--- src/rtl/mem_responder.sv ---
// Single-ported 16-bit word memory responder with fixed request-to-response latency.
// One request in flight; a new request may be accepted in the response cycle of the previous one.
`timescale 1ns/1ps
module mem_responder #(
  parameter int unsigned ADDR_W  = 8,
  parameter int unsigned LATENCY = 4
) (
  input  logic        clk,
  input  logic        rst,
  input  logic        enable,
  input  logic        wr,
  input  logic [15:0] addr,
  input  logic [15:0] data_in,
  output logic [15:0] data_out,
  output logic        data_valid,
  output logic        busy
);

  localparam int unsigned DATA_W = 16;
  localparam int unsigned CNT_W  = 4;
  localparam int unsigned DEPTH  = 1 << ADDR_W;

  typedef enum logic [1:0] {
    S_IDLE = 2'd0,
    S_WAIT = 2'd1,
    S_RESP = 2'd2
  } state_e;

  state_e              state_q, state_d;
  logic [CNT_W-1:0]    cnt_q, cnt_d;
  logic                wr_q, wr_d;
  logic [ADDR_W-1:0]   idx_q, idx_d;
  logic [DATA_W-1:0]   wdata_q, wdata_d;
  logic [DATA_W-1:0]   dout_q, dout_d;
  logic                valid_q, valid_d;
  logic                busy_q, busy_d;
  logic                accept_c;
  logic                access_c;

  logic [DATA_W-1:0]   mem_q [DEPTH];

  // Byte-address bit 0 and bits above the word index play no part in addressing.
  logic unused_addr_bits;
  assign unused_addr_bits = ^{addr[15:ADDR_W+1], addr[0]};

  assign accept_c = enable && (state_q != S_WAIT);
  assign access_c = (state_q == S_WAIT) && (cnt_q == '0);

  // State register
  always_ff @(posedge clk or posedge rst) begin
    if (rst) begin
      state_q <= S_IDLE;
    end else begin
      state_q <= state_d;
    end
  end

  // Next-state logic
  always_comb begin
    state_d = state_q;
    unique case (state_q)
      S_IDLE: if (accept_c) state_d = S_WAIT;
      S_WAIT: if (cnt_q == '0) state_d = S_RESP;
      S_RESP: state_d = accept_c ? S_WAIT : S_IDLE;
      default: state_d = S_IDLE;
    endcase
  end

  // Datapath and registered-output next values
  always_comb begin
    cnt_d   = cnt_q;
    wr_d    = wr_q;
    idx_d   = idx_q;
    wdata_d = wdata_q;
    dout_d  = dout_q;
    busy_d  = (state_d == S_WAIT);
    valid_d = (state_d == S_RESP);
    if (accept_c) begin
      cnt_d   = CNT_W'(LATENCY - 1);
      wr_d    = wr;
      idx_d   = addr[ADDR_W:1];
      wdata_d = data_in;
    end else if ((state_q == S_WAIT) && (cnt_q != '0)) begin
      cnt_d = cnt_q - CNT_W'(1);
    end
    if (access_c && !wr_q) begin
      dout_d = mem_q[idx_q];
    end
  end

  always_ff @(posedge clk or posedge rst) begin
    if (rst) begin
      cnt_q   <= '0;
      wr_q    <= 1'b0;
      idx_q   <= '0;
      wdata_q <= '0;
      dout_q  <= '0;
      valid_q <= 1'b0;
      busy_q  <= 1'b0;
    end else begin
      cnt_q   <= cnt_d;
      wr_q    <= wr_d;
      idx_q   <= idx_d;
      wdata_q <= wdata_d;
      dout_q  <= dout_d;
      valid_q <= valid_d;
      busy_q  <= busy_d;
    end
  end

  // Storage is deliberately not reset; reset only aborts the pending access.
  always_ff @(posedge clk) begin
    if (access_c && wr_q) begin
      mem_q[idx_q] <= wdata_q;
    end
  end

  assign data_out   = dout_q;
  assign data_valid = valid_q;
  assign busy       = busy_q;

endmodule

--- config.mk ---
export PLATFORM = sky130hd
export DESIGN_NAME = mem_responder
export DESIGN_NICKNAME = d
export VERILOG_FILES = /design/src/rtl/mem_responder.sv
export SDC_FILE = /design/constraint.sdc
export NUM_CORES = 2
export LEC_CHECK = 0
export ABC_AREA = 1
export CAP_MARGIN = 10
export CORE_MARGIN = 5
export CORE_UTILIZATION = 35
export CTS_CLUSTER_DIAMETER = 120
export DETAILED_ROUTE_END_ITERATION = 12
export SLEW_MARGIN = 20
export SYNTH_ARGS = -nofsm -noshare
export SYNTH_HDL_FRONTEND = slang
export SYNTH_SLANG_ARGS = --single-unit
--- constraint.sdc ---
create_clock -name clk -period 5.3 [get_ports clk]
set_input_delay 1.06 -clock clk [delete_from_list [all_inputs] [get_ports clk]]
set_output_delay 1.06 -clock clk [all_outputs]
set_load 0.02 [all_outputs]
==> impl_metrics.env <==
export IMPL_postCtsSetupRepairBufs=0
export IMPL_via_per_inst=5.02
export IMPL_regToRegEndpoint="data_out[2]"
export IMPL_start_util=0.351
export IMPL_cts_sinks=4145
export IMPL_max_freq_ghz=0.229
export IMPL_synthToLayoutAreaGrowth_pct=13.6
export IMPL_ys_top_cells_by_count="7,561 x nand2_1, 4,096 x edfxtp_1, 902 x nor2_1"
export IMPL_period_share=0.824
export IMPL_r2r_cells=16
export IMPL_finish_utilization=0.398
export IMPL_r2r_slack_ps=930
export IMPL_relSlewSlack=0.184
export IMPL_dpl_hpwl_mm=275
export IMPL_grt_pass1_vias=101007
export IMPL_crit_path_end_kind="flip-flop"
export IMPL_fillers=45016
export IMPL_grt_max_degree=165
export IMPL_coreArea_um2=478000
export IMPL_num_vias=109381
export IMPL_grt_first_pass_wirelength_mm=705
export IMPL_synth_seq_cells=4145
export IMPL_ys_warn_count=0
export IMPL_cp_max_fo=93
export IMPL_worst_ir_drop_vdd_uv=542
export IMPL_synth_edf_count=4096
export IMPL_nNetsFinal=15081
export IMPL_die_w_um=702
export IMPL_syn_nets=14904
export IMPL_avgSynthCellArea_um2=11.3
export IMPL_drtIter0Drc=12223
export IMPL_fin_skew_ps=54.9
export IMPL_ys_seq_area_frac=0.741
export IMPL_ant_nets=0
export IMPL_setup_viol=0
export IMPL_synth_area_leaders="edfxtp_1 73%, nand2_1 17%, nand3_1 2.2%, nor2_1 2.0%, buf_2 1.6%"
export IMPL_synth_top_area_frac=0.734
export IMPL_synth_cells=14867
export IMPL_gp_congestion=0.877
export IMPL_yosys_area_top_type="edfxtp_1"
export IMPL_leakage_nw=71.3
export IMPL_cp_arrival_ps=5200
export IMPL_drc_errors=0
export IMPL_antenna_found_initial=16
export IMPL_clock_path_buffers=4
export IMPL_clock_latency_ps=980
export IMPL_synthArstFlopShare=0.0118
export IMPL_dr_pass1_iters=6
export IMPL_min_delay_start="cnt_q[3]"
export IMPL_tightest_slew_ps=1220
export IMPL_rsz0062_at_grt="false"
export IMPL_cp_start_kind="flip-flop"
export IMPL_maxCapViolations=0
export IMPL_placed_area_um2=177000
export IMPL_maxSlewViolCount=0
export IMPL_p_per_area_nw_per_um2=560
export IMPL_outcome="finished clean"
export IMPL_cts_htree_levels=5
export IMPL_grt_overflow_total=0
export IMPL_required_ps=6130
export IMPL_synthMostInstantiatedCell="nand2_1"
export IMPL_ys_flop_type="edfxtp_1"
export IMPL_total_power_mw=107
export IMPL_port_buffers=45
export IMPL_grt_usage=0.192
export IMPL_pin_count=54
export IMPL_drive_gt1_frac=0.0763
export IMPL_num_rows=254
export IMPL_clk_pin_slew_ps=60
export IMPL_hold_path_end="cnt_q[3]"
export IMPL_cts_buffers=412
export IMPL_dieArea_um2=493000
export IMPL_worstReg2RegStart="idx_q[0]"
export IMPL_holdWs_ps=477
export IMPL_cts_tree="built"
export IMPL_critPathKind="flip-flop to flip-flop"
export IMPL_hold_viol_final=0
export IMPL_wl_mm=488
export IMPL_postCtsHoldBufs=0
export IMPL_die_h_um=702
export IMPL_worstHoldPathType="flip-flop to flip-flop"
export IMPL_cts_root_buf="clkbuf_16"
export IMPL_netlist_area_um2=168000
export IMPL_min_path_cells=1
export IMPL_fin_setup_tns_ps=0
export IMPL_min_period_ps=4370
export IMPL_stdcell_area_um2=190000
export IMPL_wl_per_cell_um=22.4
export IMPL_cts_resized_gates=0
export IMPL_synth_distinct_cells=26
[routing by layer]
metal / part of all wire / global-route usage / vias up
met5: 0.000061 / 0 / -
met4: 0.040 / 0.0702 / 6
li1: - / - / 50487
met1: 0.41 / 0.271 / 53361
met3: 0.089 / 0.0304 / 804
met2: 0.46 / 0.299 / 4723
[where the power goes]
part | switching (mW) | leakage [nW] | total, mW | internal, mW
logic | 27.6 | 27.2 | 35.5 | 7.87
clock network | 12.4 | 6.47 | 28.9 | 16.4
registers | 1.52 | 37.7 | 42.4 | 40.8
[sequential cells by signal (all words and copies together), names as in the netlist]
signal and flops:
data_valid 1, state_q 2, wdata_q 16, mem_q 4096
idx_q 8, cnt_q 4, busy 1, data_out 16
wr_q 1
[placed cells by master (no fill, tap or decap), types with 6 or more instances in the layout]
cell type and n:
diode_2 6, nand2_2 17, nand2_1 7544, clkinv_8 6
clkbuf_16 420, buf_4 452, edfxtp_1 4096, nand3_1 750
clkbuf_8 6, inv_1 39, nor2_4 6, a21oi_1 138
inv_6 7, o21ai_1 92, dfrtp_1 31, clkbuf_1 80
nand4_1 310, bufinv_16 38, clkinv_2 74, clkinv_1 113
nor2_1 897, clkdlybuf4s50_1 45, buf_12 75, o21ai_0 76
dfrtp_4 18, clkinvlp_4 12, or2_2 16
[cell families after synthesis]
logic type | count (synthesis) | synth area share
and+or+nand+nor | 9552 | 0.225
adders and majority gates | 1 | 0.0000746
AOI/OAI and AO/OA | 307 | 0.00917
DFF | 4145 | 0.741
buffers and inverters | 862 | 0.0248
[stage by stage]
| step | instances | setup WS, ps |
|---|---|---|
| after floorplan | 14867 | 1310 |
| after global placement | 21030 | 1060 |
| after detailed placement | 21030 | 1040 |
| after CTS | 21789 | 1030 |
| after global routing | 21790 | 847 |
| final | 21795 | 931 |
[critical path, stage by stage (launching register included)]
cell       delay [ps]
dfrtp_4           890
clkinv_16         520
buf_4             470
nand2_1           110
nand2_1            50
nand2_1            60
nand2_1            80
nand2_1            50
nand2_1            70
nor2_1            230
nor2_1             70
nor2_1            430
nand2_1           350
nand2_1           140
nand3_1           210
nor2_1            300
nor2_1             70
[area by class of cell]
class	instances	area [um2]	share of cell area
clock inverter	253	2360	0.0124
sequential	4145	124000	0.653
inverter	53	240	0.00126
tap	6400	8010	0.0420
timing repair buffer	572	5350	0.0281
clock buffer	506	10900	0.0572
antenna	6	15.0	0.0000788
multi-input combinational	9860	39300	0.206
[worst max-delay path by stage]
stage	from	endpoint	slack [ps]	cells after the start
2_1_floorplan	wdata_q[0]	mem_q[0][0]	1310	0
3_3_place_gp	idx_q[0]	data_out[8]	1060	16
3_5_place_dp	idx_q[0]	data_out[8]	1040	16
4_1_cts	idx_q[0]	data_out[8]	1030	16
5_1_grt	idx_q[0]	data_out[12]	850	16
6_report	idx_q[0]	data_out[2]	930	16
No activity file was read; power rests on OpenSTA's default activity.
